===== src/rtl/timer_pkg.sv =====
// Shared definitions for the RTC timer path: FSM state encoding, BCD limits
// and the time constants used by the alarm controller and the BCD checker.
package timer_pkg;

  typedef enum logic [1:0] {
    ST_IDLE    = 2'd0,
    ST_ARMED   = 2'd1,
    ST_RINGING = 2'd2,
    ST_DONE    = 2'd3
  } state_e;

  localparam logic [7:0]  T_MAX_H  = 8'h23;
  localparam logic [7:0]  T_MAX_MS = 8'h59;
  localparam logic [23:0] T_ZERO   = 24'h000000;
  localparam logic [23:0] T_FULL   = 24'h235959;

  function automatic logic bcd_digit_ok(input logic [3:0] digit);
    return digit <= 4'd9;
  endfunction

endpackage


===== src/rtl/timer_bcd_check.sv =====
// Combinational validity check of a packed BCD hh:mm:ss value; also meant to
// sit in front of the remaining-time subtractor.
module timer_bcd_check
  import timer_pkg::*;
(
  input  logic [7:0] hh_i,
  input  logic [7:0] mm_i,
  input  logic [7:0] ss_i,
  output logic       valid_o
);

  logic digits_ok;

  // With every nibble a legal digit, plain magnitude compares bound each field.
  always_comb begin
    digits_ok = bcd_digit_ok(hh_i[7:4]) && bcd_digit_ok(hh_i[3:0]) &&
                bcd_digit_ok(mm_i[7:4]) && bcd_digit_ok(mm_i[3:0]) &&
                bcd_digit_ok(ss_i[7:4]) && bcd_digit_ok(ss_i[3:0]);
    valid_o   = digits_ok && (hh_i <= T_MAX_H) && (mm_i <= T_MAX_MS) &&
                (ss_i <= T_MAX_MS);
  end

endmodule


===== src/rtl/timer_alarm_ctrl.sv =====
// Timer expiry detector and alarm sequencer: watches BCD remaining-time samples,
// rings a blinking alarm on expiry (or a missed zero) until ack or timeout.
module timer_alarm_ctrl
  import timer_pkg::*;
#(
  parameter int RING_SECS = 30,
  parameter int CNT_W     = 8
) (
  input  logic       clk,
  input  logic       reset,
  input  logic       tick_1hz,
  input  logic       timer_en,
  input  logic       muestra_valida,
  input  logic [7:0] hora_in,
  input  logic [7:0] minuto_in,
  input  logic [7:0] segundo_in,
  input  logic       ack,
  output logic       alarma,
  output logic       parpadeo,
  output logic       timer_fin,
  output logic       error_bcd,
  output logic [1:0] estado
);

  localparam logic [CNT_W-1:0] RING_LAST = CNT_W'(RING_SECS - 1);

  state_e             state_q, state_d;
  logic [23:0]        prev_q, prev_d;
  logic [CNT_W-1:0]   cnt_q, cnt_d;
  logic               alarma_q, alarma_d;
  logic               parpadeo_q, parpadeo_d;
  logic               fin_q, fin_d;
  logic               err_q, err_d;

  logic [23:0]        sample;
  logic               sample_ok;
  logic               good_sample;
  logic               bad_sample;
  logic               expire;
  logic               last_tick;

  assign sample = {hora_in, minuto_in, segundo_in};

  timer_bcd_check u_bcd_check (
    .hh_i   (hora_in),
    .mm_i   (minuto_in),
    .ss_i   (segundo_in),
    .valid_o(sample_ok)
  );

  // A sample larger than the previous one means the countdown wrapped past zero.
  assign good_sample = muestra_valida && sample_ok;
  assign bad_sample  = muestra_valida && !sample_ok;
  assign expire      = good_sample && ((sample == T_ZERO) || (sample > prev_q));
  assign last_tick   = tick_1hz && (cnt_q == RING_LAST);

  always_ff @(posedge clk or posedge reset) begin
    if (reset) begin
      state_q <= ST_IDLE;
    end else begin
      state_q <= state_d;
    end
  end

  always_comb begin
    state_d = state_q;
    if (!timer_en) begin
      state_d = ST_IDLE;
    end else begin
      unique case (state_q)
        ST_IDLE:    state_d = ST_ARMED;
        ST_ARMED:   if (expire) state_d = ST_RINGING;
        ST_RINGING: if (ack || last_tick) state_d = ST_DONE;
        ST_DONE:    state_d = ST_DONE;
        default:    state_d = ST_IDLE;
      endcase
    end
  end

  // Outputs are computed from the upcoming state so they can be registered.
  always_comb begin
    prev_d     = prev_q;
    cnt_d      = cnt_q;
    alarma_d   = (state_d == ST_RINGING);
    fin_d      = (state_q == ST_ARMED) && (state_d == ST_RINGING);
    parpadeo_d = 1'b0;
    err_d      = err_q || bad_sample;

    if (state_q == ST_IDLE) begin
      prev_d = T_FULL;
      err_d  = 1'b0;
    end

    if ((state_q == ST_ARMED) && good_sample && !expire) begin
      prev_d = sample;
    end

    if (state_d == ST_RINGING) begin
      if (state_q != ST_RINGING) begin
        cnt_d      = '0;
        parpadeo_d = 1'b1;
      end else if (tick_1hz) begin
        cnt_d      = cnt_q + CNT_W'(1);
        parpadeo_d = !parpadeo_q;
      end else begin
        parpadeo_d = parpadeo_q;
      end
    end
  end

  always_ff @(posedge clk or posedge reset) begin
    if (reset) begin
      prev_q     <= T_FULL;
      cnt_q      <= '0;
      alarma_q   <= 1'b0;
      parpadeo_q <= 1'b0;
      fin_q      <= 1'b0;
      err_q      <= 1'b0;
    end else begin
      prev_q     <= prev_d;
      cnt_q      <= cnt_d;
      alarma_q   <= alarma_d;
      parpadeo_q <= parpadeo_d;
      fin_q      <= fin_d;
      err_q      <= err_d;
    end
  end

  assign alarma    = alarma_q;
  assign parpadeo  = parpadeo_q;
  assign timer_fin = fin_q;
  assign error_bcd = err_q;
  assign estado    = state_q;

endmodule

===== config.mk =====
export PLATFORM = sky130hd
export DESIGN_NAME = timer_alarm_ctrl
export DESIGN_NICKNAME = d
export VERILOG_FILES = /design/src/rtl/timer_pkg.sv /design/src/rtl/timer_bcd_check.sv /design/src/rtl/timer_alarm_ctrl.sv
export SDC_FILE = /design/constraint.sdc
export NUM_CORES = 1
export LEC_CHECK = 0
export ABC_AREA = 1
export BUFFER_PORTS_ARGS = -buffer_cell sky130_fd_sc_hd__buf_2
export CORE_ASPECT_RATIO = 2
export CORE_MARGIN = 2
export CORE_UTILIZATION = 25
export CTS_CLUSTER_DIAMETER = 120
export DETAILED_ROUTE_END_ITERATION = 12
export HOLD_SLACK_MARGIN = 0.03
export PLACE_DENSITY_LB_ADDON = 0.15
export SLEW_MARGIN = 20
export SYNTH_ARGS = -nofsm -noshare
export SYNTH_HDL_FRONTEND = slang
export SYNTH_SLANG_ARGS = --single-unit

===== constraint.sdc =====
create_clock -name clk -period 4.95 [get_ports clk]
set_input_delay 0 -clock clk [delete_from_list [all_inputs] [get_ports clk]]
set_output_delay 0 -clock clk [all_outputs]
set_load 0.1 [all_outputs]

==> metrics.md, run 1 <==
| Metric | Value |
|---|---|
| Status | finished clean |
| DR WL/cell | 13.6 µm |
| First-pass GRT wire length | 11,100 µm |
| Initial Util | 25.6% |
| All-Layer GR Usage | 13.6% |
| N_diodes | 0 |
| Most frequent cell after synthesis | nand2_1 |
| Ys Warns | 0 |
| R2r worst-path depth | 11 |
| Max stage delay on crit path | 0.52 ns |
| HPWL after DPL | 5190 µm |
| Crit path DAT | 2.73 ns |
| Min-Delay Path Class | in2reg |
| Final Hold Vio Count | 0 |
| Post-route ant nets | 0 |
| Clock Sinks | 38 |
| CTS H-tree lvls | 2 |
| Flop pwr share | 43.0% |
| Nets | 421 |
| Worst-Margin Slew | 0.520 ns |
| Setup TNS | 0 ns |
| Mapped Area | 2480 µm² |
| Critical path startpoint category | flip-flop |
| Die ar. | 10,800 µm² |
| Max-slew violations | 0 |
| Clk pin slew, worst setup/hold paths | 0.06 ns |
| Vias per inst | 4.37 |
| Comb power frac | 12.1% |
| Hold Path Depth | 3 |
| Syn avg cell area | 7.99 µm² |
| Dominant synthesized flop cell | dfrtp_1 |
| PwrDens | 236 nW/µm² |
| CORE AREA | 9700 µm² |
| Setup Skew | 0.00674 ns |
| Required @ worst endpoint | 5.10 ns |
| Yosys top cell area share | 27.2% |
| DR vias | 2,174 |
| Post-CTS Setup Bufs | 0 |
| Post-synth EDFFs | 0 |
| CP max stage cell | dfstp_2 |
| I/O pin count | 36 |
| Clk Latency, worst-skew pair | 0.28 ns |
| Global placement routability congestion | 0.838 |
| Share of layout cells above drive strength 1 | 17.2% |
| Largest net degree at the start of global routing | 39 |
| Sw Pwr | 184 µW |
| Clock Tree Root | clkbuf_16 |
| Sequential area share after synthesis | 38.8% |
| Most frequent cells after synthesis | 64 x nand2_1, 61 x inv_1, 30 x nor2_1, 27 x dfrtp_1, 26 x ha_1 |
| Syn nets | 367 |
| Vias in the first global route | 2,263 |
| PortBufs | 35 |
| RSZ-0062 raised after global routing | false |
| Switching share of power | 25.2% |
| CP Cell Sequence | inv_1 -> ha_1 -> nand2_1 -> nor2_1 -> nand4_1 -> nor2_1 -> nand4_1 -> nand2_1 -> nand4_4 -> nand2_4 -> o21ai_0 |
| Critical-path maximum fanout | 24 |
| Area growth syn-to-layout | 24.4% |
| Max cap viols | 0 |
| 1st-iter DRT viols | 102 |
| Routed WL | 6790 µm |
| DIE WIDTH | 74.5 µm |
| Syn Inst Count | 311 |
| Lkg Pwr | 0.00158 µW |
| Fmax | 388 MHz |
| Worst rel slew slack | 65.3% |
| Minimum clock period | 2.58 ns |
| VDD IR max | 0.000107 V |
| Clock share of power | 45.0% |
| Fin crit share | 52.1% |
| Count of final setup violators | 0 |
| Drt pass-1 iters | 4 |
| Cell taking the most area after synthesis | dfrtp_1 |
| Total gr overflow | 0 |
| Total clock buffers created by CTS | 5 |
| Top post-synthesis cells by area | dfrtp_1 27%, ha_1 13%, dfstp_2 12%, nand2_1 9.7%, inv_1 9.2% |
| Library cells used by synthesis | 30 |
| CTS Buffer Depth | 2 |
| Core Rows | 51 |
| Initial antenna violation count | 0 |
| Crit. End Element | flip-flop |
| Setup Crit Path Kind | reg2reg |
| CTS tree | done |
| Internal | 546 µW |
| Power Total | 730 µW |
| Vert. Die Dim | 145 µm |
| DRC | 0 |
| Flops & latches, synth | 38 |
| Post-synth ARST share | 100% |
-- power by group through the flow --
stage          sequential, µW  clock (µW)  combinational (µW)
2_1_floorplan             326           0                39.3
3_3_place_gp              319           0                80.4
3_5_place_dp              319           0                80.5
4_1_cts                   313         343                90.5
5_1_grt                   313         352                 101
6_report                  314         328                88.0
-- sequential cells by signal, summed over array words and instances (netlist names) --
signal and cells:
prev_q 24, cnt_q 8, estado 2, alarma 1, error_bcd 1, parpadeo 1
timer_fin 1
-- routing by layer --
metal | up-vias | GRT usage [%] | routed length, µm
met3 | 11 | 2.43 | 239
met2 | 51 | 25.8 | 3870
met1 | 1004 | 13.7 | 2500
li1 | 1108 | - | -
met4 | 0 | 5.54 | 177
met5 | - | 0 | 0
-- area by class of cell --
cell class	instances	area, µm²
Clock inverter	1	5.00
Sequential cell	38	965
Inverter	64	240
Tap cell	132	165
Clock buffer	7	143
Multi-Input combinational cell	204	1230
Timing Repair Buffer	52	343
Fill cell	1051	6610
-- worst paths after layout --
path,from,endpoint,slack [ns]
hold reg to reg,prev_q[15],prev_q[15],0.50
setup reg to reg,prev_q[14],prev_q[9],2.37
setup / recovery,prev_q[14],prev_q[9],2.37
min in group asynchronous,reset,timer_fin,0.38
max in group asynchronous,reset,prev_q[4],4.19
hold / removal,segundo_in[6],prev_q[6],0.03
-- logic make-up (layout without fill, tap and decap cells) --
logic type,Yosys count,count (layout),synth area share [%]
AOI/OAI and AO/OA,40,40,9.17
xor gates and xnor gates,7,7,2.47
adders and majority gates,26,26,13.1
buffers and inverters,69,124,11.7
DFF,38,38,38.8
and+or+nand+nor,131,131,24.7
-- per-stage QoR --
stage / hold slack (ns) / worst slack, ns / area [µm²] / util (%) / cells
3_5_place_dp: 0.169 / 2.34 / 2780 / 28.7 / 474
6_report: 0.0310 / 2.37 / 3090 / 31.8 / 498
4_1_cts: 0.0307 / 2.32 / 3090 / 31.8 / 498
5_1_grt: 0.0428 / 2.11 / 3090 / 31.8 / 498
3_3_place_gp: 0.163 / 2.33 / 2780 / 28.7 / 474
2_1_floorplan: 0.121 / 2.78 / 2480 / - / 311
-- critical path: cells and delay by family (launching register included) --
kind	cells	cell delay (ns)
and+or+nand+nor	8	1.50
DFF	1	0.52
adders and majority gates	1	0.25
AOI/OAI and AO/OA	1	0.13
buffers and inverters	1	0.04
-- cells in the final DEF (no fill, tap or decap), drive strengths merged --
cell type,count
or2,2
nand4,14
o21ai,10
a21o,2
dfstp,11
nor4,3
nor3,5
xnor2,3
nand3,9
a21oi,11
o22ai,16
xor2,4
clkbuf,7
dlygate4sd3,16
inv,62
nand2,67
and3,1
ha,26
dfrtp,27
clkinv,3
o31ai,1
buf,36
nor2,30
-- repair_timing --
item | 4_1_cts | 5_1_grt
hold buffers | 16 | 0
endpoints found under the setup margin | 0 | 0
hold endpoints to repair | 42 | 0
gates resized for setup | 0 | 0
Note: power is estimated with default switching activity, not from simulation.
==> run 2, diff against run 1 <==
==> constraint.sdc (replaced) <==
create_clock -name clk -period 2.65 [get_ports clk]
set_input_delay 0 -clock clk [delete_from_list [all_inputs] [get_ports clk]]
set_output_delay 0 -clock clk [all_outputs]
set_load 0.1 [all_outputs]
==> run 2 against run 1 <==
- global-route usage is 0.11 points lower
- hold slack is essentially flat
- total power increased by 99%
- routed wire length fell by 0.81%
- sequential power is 86% higher
- largest power group unchanged
==> metrics.md, run 2 (synthesis results as in run 1) <==
| Metric | Value |
|---|---|
| Worst setup margin | 0.279 ns (was 2.37 ns) |
| R2r setup slk | 0.28 ns (was 2.37 ns) |
| DIE WIDTH | 74.5 µm (unchanged) |
| Setup Crit Path Kind | reg2reg (unchanged) |
| Total clock buffers created by CTS | 5 (unchanged) |
| R2r worst-path depth | 15 (was 11) |
| First-pass GRT wire length | 11,000 µm (was 11,100 µm) |
| DR WL/cell | 13.4 µm (was 13.6 µm) |
| CTS H-tree lvls | 2 (unchanged) |
| 1st-iter DRT viols | 68 (was 102) |
| Drt pass-1 iters | 4 (unchanged) |
| Internal | 1090 µW (was 546 µW) |
| Vias per inst | 4.34 (was 4.37) |
| Hold Path Depth | 3 (unchanged) |
| Flop pwr share | 40.4% (was 43.0%) |
| Comb power frac | 11.8% (was 12.1%) |
| Hold Path Origin | hora_in[2] (was segundo_in[6]) |
| Min-Delay Path Class | in2reg (unchanged) |
| Setup TNS | 0 ns (unchanged) |
| Worst rel slew slack | 65.3% (about the same) |
| Area growth syn-to-layout | 27.4% (was 24.4%) |
| Most flops, register | prev_q (unchanged) |
| Clock Tree Root | clkbuf_16 (unchanged) |
| RSZ-0062 raised after global routing | false (unchanged) |
| Sw Pwr | 356 µW (was 184 µW) |
| Critical path startpoint category | flip-flop (unchanged) |
| Setup Skew | 0.0101 ns (was 0.00674 ns) |
| Critical R2R Launch | prev_q[17] (was prev_q[14]) |
| Clk Latency, worst-skew pair | 0.29 ns (was 0.28 ns) |
| All-Layer GR Usage | 13.5% (was 13.6%) |
| Largest register FFs | 24 (unchanged) |
| Vias in the first global route | 2,260 (was 2,263) |
| N_diodes | 0 (unchanged) |
| Total gr overflow | 0 (unchanged) |
| Global placement routability congestion | 0.852 (was 0.838) |
| Initial Util | 25.6% (unchanged) |
| CP startpoint | prev_q[17] (was prev_q[14]) |
| Fmax | 422 MHz (was 388 MHz) |
| Count of final setup violators | 0 (unchanged) |
| Vert. Die Dim | 145 µm (unchanged) |
| Worst-Margin Slew | 0.520 ns (about the same) |
| Fillers | 1,082 (was 1,051) |
| Largest net degree at the start of global routing | 39 (unchanged) |
| Core Rows | 51 (unchanged) |
| Switching share of power | 24.6% (was 25.2%) |
| DRC | 0 (unchanged) |
| I/O pin count | 36 (unchanged) |
| Max-slew violations | 0 (unchanged) |
| Placement Setup Slack | 0.206 ns (was 2.34 ns) |
| Final Hold Vio Count | 0 (unchanged) |
| Share of layout cells above drive strength 1 | 17.5% (was 17.2%) |
| Clk pin slew, worst setup/hold paths | 0.06 ns (about the same) |
| Most frequent cells in the layout | 64 x nand2_1, 61 x inv_1, 35 x buf_2 (unchanged) |
| Initial antenna violation count | 0 (unchanged) |
| Die ar. | 10,800 µm² (unchanged) |
| PortBufs | 35 (unchanged) |
| Post-Route Utilization | 32.6% (was 31.8%) |
| Post-route ant nets | 0 (unchanged) |
| Post-CTS Setup Bufs | 0 (unchanged) |
| Max cap viols | 0 (unchanged) |
| Area occupied by multi-input gates | 1230 µm² (about the same) |
| Required @ worst endpoint | 2.82 ns (was 5.10 ns) |
| VDD IR max | 0.000294 V (was 0.000107 V) |
| Power Total | 1450 µW (was 730 µW) |
| Hold EP | prev_q[18] (was prev_q[6]) |
| Clock Sinks | 38 (unchanged) |
| Critical-path maximum fanout | 11 (was 24) |
| Fin crit share | 89.5% (was 52.1%) |
| PwrDens | 458 nW/µm² (was 236 nW/µm²) |
| Crit path DAT | 2.54 ns (was 2.73 ns) |
| FF+latch area | 965 µm² (unchanged) |
| HPWL after DPL | 5200 µm (was 5190 µm) |
| Reg-to-reg endpoint | cnt_q[2] (was prev_q[9]) |
| CTS Buffer Depth | 2 (unchanged) |
| Crit. End Element | flip-flop (unchanged) |
| DR vias | 2,184 (was 2,174) |
| Lkg Pwr | 0.00160 µW (was 0.00158 µW) |
| Minimum clock period | 2.37 ns (was 2.58 ns) |
| CTS tree | done (unchanged) |
| Nets | 426 (was 421) |
| Routed WL | 6730 µm (was 6790 µm) |
| Commonest non-fill, non-tap cell in the layout | nand2_1 (unchanged) |
| Clock share of power | 47.8% (was 45.0%) |
| Status | finished clean (unchanged) |
| CORE AREA | 9700 µm² (unchanged) |
## run 2: cell count changes in the layout (fill, tap and decap cells not counted)
cell,change
buf_4,+1
bufinv_16,+1
clkbuf_1,-1
clkbuf_8,-1
clkinv_2,-1
clkinvlp_4,+2
dlygate4sd3_1,+4
nand2_2,-1
nand2_4,+1
## run 2: area by class of cell
class | count | share of cell area, %
multi-input combinational | 204 | 39.0
sequential | 38 | 30.5
timing repair buffer | 57 | 12.3
inverter | 64 | 7.59
tap | 132 | 5.22
clock buffer | 5 | 3.95
clock inverter | 3 | 1.42
## run 2: worst max-delay path by stage
| stage | slack, ns | endpoint |
|---|---|---|
| global route | 0.02 | cnt_q[2] |
| detailed placement | 0.21 | cnt_q[2] |
| CTS | 0.18 | cnt_q[2] |
| finish | 0.28 | cnt_q[2] |
| floorplan | 0.48 | cnt_q[0] |
| global placement | 0.21 | cnt_q[2] |
## run 2: through the flow
stage | area [µm²] | hold WS (ns) | std cells
after global routing | 3160 | 0.0547 | 503
final | 3160 | 0.0309 | 503
after CTS | 3160 | 0.0333 | 503
after floorplan | 2480 | 0.121 | 311
after global placement | 2790 | 0.159 | 475
after detailed placement | 2790 | 0.166 | 475
## run 2: what timing repair did
| item | 4_1_cts | 5_1_grt |
|---|---|---|
| hold buffers | 20 | 0 |
| endpoints found under the hold margin | 46 | 0 |
| gates resized for setup | 0 | 1 |
| setup endpoints to repair | 0 | 8 |
## run 2: power by group through the flow
stage / clock, µW / sequential, µW / combinational (µW)
after global routing: 738 / 585 / 192
after CTS: 721 / 585 / 175
after global placement: 0 / 596 / 152
after floorplan: 0 / 609 / 73.5
after detailed placement: 0 / 595 / 152
final: 694 / 585 / 171
## run 2: worst max-delay path: stages, from the launching register on
cell and delay [ns]:
dfstp_2 0.53, inv_1 0.04, ha_1 0.28, nand2_1 0.05, nor2_1 0.15, nand2_1 0.10
nor2_1 0.15, nand2_1 0.07, nand3_1 0.06, nand2_1 0.09, nand2_1 0.10, nand3_1 0.12
nand2_4 0.16, nand3_2 0.18, nand2_1 0.12, nand2_1 0.05
## run 2: per-layer routing
| layer | up-vias | part of all wire (%) | GRT usage, % |
|---|---|---|---|
| li1 | 1119 | - | - |
| met3 | 10 | 2.6 | 2.29 |
| met2 | 35 | 57 | 26.2 |
| met4 | 0 | 2.4 | 5.54 |
| met1 | 1020 | 38 | 13.1 |
| met5 | - | 0 | 0 |
==> run 3, diff against run 2 <==
--- a/config.mk
+++ b/config.mk
@@ -5,7 +5,6 @@
 export SDC_FILE = /design/constraint.sdc
 export NUM_CORES = 1
 export LEC_CHECK = 0
-export ABC_AREA = 1
 export BUFFER_PORTS_ARGS = -buffer_cell sky130_fd_sc_hd__buf_2
 export CORE_ASPECT_RATIO = 2
 export CORE_MARGIN = 2
==> run 3 against run 2 <==
- maximum frequency shrank 8.0%
- clock skew decreased by 0.0027 ns
- worst setup slack got worse by 0.21 ns
- critical path depth fell by 6
- synthesized cell count decreased by 17%
- sequential share of layout area shrank 1.6 points
- non-clock buffer count grew 10
- critical endpoint is now prev_q[2]
- highest routed layer unchanged
- routed wire length rose by 8.2%
- combinational power increased by 4%
- core utilization up 1.8 points
- clock-buffer cell count increased by 2
==> metrics.md, run 3 <==
| Metric | Value |
|---|---|
| Dominant synthesized flop cell | dfrtp_1 (unchanged) |
| Final non-filler cell total | 458 (was 503) |
| Cell taking the most area after synthesis | dfrtp_1 (unchanged) |
| Post-synthesis mux area share | 9.41% (was 0%) |
| Clock Tree Root | clkbuf_16 (unchanged) |
| Total clock buffers created by CTS | 5 (unchanged) |
| Sequential area share after synthesis | 38.8% (about the same) |
| Setup Skew | 0.00743 ns (was 0.0101 ns) |
| Syn nets | 315 (was 367) |
| CTS H-tree lvls | 2 (unchanged) |
| Synth Area in XOR/XNOR | 0.352% (was 2.47%) |
| Vias in the first global route | 2,293 (was 2,260) |
| Core Rows | 51 (unchanged) |
| Fin crit share | 97.2% (was 89.5%) |
| Minimum clock period | 2.58 ns (was 2.37 ns) |
| Syn Inst Count | 259 (was 311) |
| Met3 Use GR | 1.94% (was 2.29%) |
| CP max stage cell | dfstp_2 (unchanged) |
| Post-Place Cells | 426 (was 475) |
| GR Util met1 | 15.7% (was 13.1%) |
| Post-synth EDFFs | 0 (unchanged) |
| Routed WL | 7280 µm (was 6730 µm) |
| Post-DP Area | 2830 µm² (was 2790 µm²) |
| Vias per inst | 4.69 (was 4.34) |
| Global placement routability congestion | 0.774 (was 0.852) |
| Initial antenna violation count | 0 (unchanged) |
| Max cap viols | 0 (unchanged) |
| Post-route ant nets | 0 (unchanged) |
| DRC | 0 (unchanged) |
| Largest net degree at the start of global routing | 23 (was 39) |
| Critical path startpoint category | flip-flop (unchanged) |
| Share of layout cells above drive strength 1 | 26.1% (was 17.5%) |
| Nets | 381 (was 426) |
| Top post-synthesis cells by area | dfrtp_1 27%, ha_1 13%, dfstp_2 12%, mux2_1 8.6%, inv_1 4.7% (was dfrtp_1 27%, ha_1 13%, dfstp_2 12%, nand2_1 9.7%, inv_1 9.2%) |
| Setup Crit Path Kind | reg2reg (unchanged) |
| Most frequent cell after synthesis | inv_1 (was nand2_1) |
| Simple-gate share of the synthesized area | 18.9% (was 24.7%) |
| 1st-iter DRT viols | 75 (was 68) |
| PortBufs | 35 (unchanged) |
| RSZ-0062 raised after global routing | true (was false) |
| Worst-Margin Slew | 0.729 ns (was 0.520 ns) |
| Initial Util | 25.6% (about the same) |
| Library cells used by synthesis | 42 (was 30) |
| Max stage delay on crit path | 0.53 ns (about the same) |
| Post-Layout Inst Area | 3340 µm² (was 3160 µm²) |
| Min-Delay Path Class | in2reg (unchanged) |
| Crit. End Element | flip-flop (unchanged) |
| VDD IR max | 0.000411 V (was 0.000294 V) |
| DR WL/cell | 15.9 µm (was 13.4 µm) |
| Syn avg cell area | 9.60 µm² (was 7.99 µm²) |
| CTS Buffer Depth | 2 (unchanged) |
| Required @ worst endpoint | 2.81 ns (was 2.82 ns) |
| Clock Sinks | 38 (unchanged) |
| I/O pin count | 36 (unchanged) |
| Die ar. | 10,800 µm² (about the same) |
| CP Cell Sequence | inv_2 -> ha_4 -> nand4_1 -> or3_1 -> o221a_1 -> a31oi_2 -> nand2b_4 -> buf_8 -> mux2_1 (was inv_1 -> ha_1 -> nand2_1 -> nor2_1 -> nand2_1 -> nor2_1 -> nand2_1 -> nand3_1 -> nand2_1 -> nand2_1 -> nand3_1 -> nand2_4 -> nand3_2 -> nand2_1 -> nand2_1) |
| CTS tree | done (unchanged) |
| Vert. Die Dim | 145 µm (about the same) |
| Crit path DAT | 2.74 ns (was 2.54 ns) |
| HPWL after DPL | 5430 µm (was 5200 µm) |
| Clk Latency, worst-skew pair | 0.29 ns (about the same) |
| Adder-Cell Fraction of Synth Area | 13.1% (about the same) |
| Final Hold Vio Count | 0 (unchanged) |
| Clk pin slew, worst setup/hold paths | 0.06 ns (about the same) |
| Flops & latches, synth | 38 (unchanged) |
| Area growth syn-to-layout | 34.2% (was 27.4%) |
| Status | finished clean (unchanged) |
| Most frequent cells in the layout | 35 x buf_2, 29 x inv_1, 27 x nand2_1, 27 x dfrtp_1, 22 x ha_1 (was 64 x nand2_1, 61 x inv_1, 35 x buf_2) |
| Largest register FFs | 24 (unchanged) |
| Fmax | 388 MHz (was 422 MHz) |
| DIE WIDTH | 74.5 µm (about the same) |
| Most flops, register | prev_q (unchanged) |
| Lkg Pwr | 0.00153 µW (was 0.00160 µW) |
| Post-synth ARST share | 100% (unchanged) |
| Busiest grt layer | met2 (unchanged) |
| Main combinational cell family by area after synthesis | simple AND/OR/NAND/NOR gates (unchanged) |
| All-Layer GR Usage | 14.6% (was 13.5%) |
| Post-Route Utilization | 34.4% (was 32.6%) |
| Yosys top cell area share | 27.2% (about the same) |
| Total gr overflow | 0 (unchanged) |
| Mapped Area | 2490 µm² (was 2480 µm²) |
| Drt pass-1 iters | 5 (was 4) |
| Ys Warns | 0 (unchanged) |
| CORE AREA | 9700 µm² (unchanged) |
| Max-slew violations | 0 (unchanged) |
| Compound-Gate Fraction of Synth Area | 12.5% (was 9.17%) |
| Count of final setup violators | 0 (unchanged) |
| Met2 usage | 26.9% (was 26.2%) |
| DR vias | 2,149 (was 2,184) |
| Worst rel slew slack | 51.3% (was 65.3%) |
| Commonest non-fill, non-tap cell in the layout | buf_2 (was nand2_1) |
| N_diodes | 0 (unchanged) |
| Most frequent cells after synthesis | 31 x inv_1, 27 x dfrtp_1, 27 x nand2_1, 26 x ha_1, 19 x mux2_1 (was 64 x nand2_1, 61 x inv_1, 30 x nor2_1, 27 x dfrtp_1, 26 x ha_1) |
| Critical-path maximum fanout | 6 (was 11) |
| PwrDens | 416 nW/µm² (was 458 nW/µm²) |
| First-pass GRT wire length | 11,900 µm (was 11,000 µm) |
[run 3: changes by cell type in the layout (fill, tap and decap cells not counted), sizes merged, moves of 5 or more]
cell	change
nand2	-40
inv	-31
mux2	+19
o22ai	-15
nor2	-14
o31ai	+9
buf	+8
nand4	-6
a21oi	+5
and3	+5
nor4	+5
[run 3: final cells by class]
class	instances	area, µm²
clock buffer	7	143
clock inverter	1	5.00
fill	1040	6360
inverter	31	116
multi-input combinational	182	1430
sequential	38	965
tap	132	165
timing repair buffer	67	509
[run 3: timing repair]
action | CTS | global route
pin swaps | 0 | 7
resized for setup | 6 | 16
cloned | 1 | 1
setup endpoints to repair | 9 | 26
buffers inserted | 1 | 0
hold buffers | 21 | 0
endpoints found under the hold margin | 26 | 0
[run 3: cells by family after synthesis]
family,count (synthesis)
compound gates,48
simple gates,86
flops,38
fa+ha+maj,26
buf+inv,39
xor+xnor,1
mux,21
[run 3: layer usage]
layer | routed length (µm) | vias to the layer above | share of wire [%]
li1 | - | 1057 | -
met1 | 2730 | 1036 | 38
met2 | 4130 | 40 | 57
met3 | 154 | 16 | 2.1
met4 | 261 | 0 | 3.6
met5 | 0 | - | 0
[run 3: worst max-delay path: cells and delay by family (launching register included)]
| family | cells | cell delay (ns) |
|---|---|---|
| DFF | 1 | 0.53 |
| buffers and inverters | 2 | 0.20 |
| muxes | 1 | 0.31 |
| and+or+nand+nor | 3 | 0.75 |
| AOI/OAI and AO/OA | 2 | 0.41 |
| adders and majority gates | 1 | 0.25 |
[run 3: path summary, 6_finish.rpt]
check	from	end	slack, ns	cells after the start
worst max-delay path	prev_q[12]	prev_q[2]	0.07	9
worst min-delay path	segundo_in[5]	prev_q[5]	0.04	2
worst max register to register	prev_q[12]	prev_q[2]	0.07	9
worst min register to register	cnt_q[7]	cnt_q[7]	0.50	1
max in group asynchronous	reset	prev_q[0]	1.43	4
min in group asynchronous	reset	prev_q[10]	0.37	3
[run 3: power breakdown]
part,internal [µW],switching (µW)
combinational,72.2,106
sequential,583,2.57
clock,374,250
[run 3: metrics by stage]
stage                     power (µW)  setup slack, ns  setup TNS [ns]  hold slack, ns
after global placement           748           0.0452               0           0.185
after detailed placement         748          0.00585               0           0.172
final                           1390           0.0738               0          0.0408
after floorplan                  676           0.0870               0           0.120
after global routing            1450          -0.0178         -0.0534          0.0339
after CTS                       1400           0.0106               0          0.0369
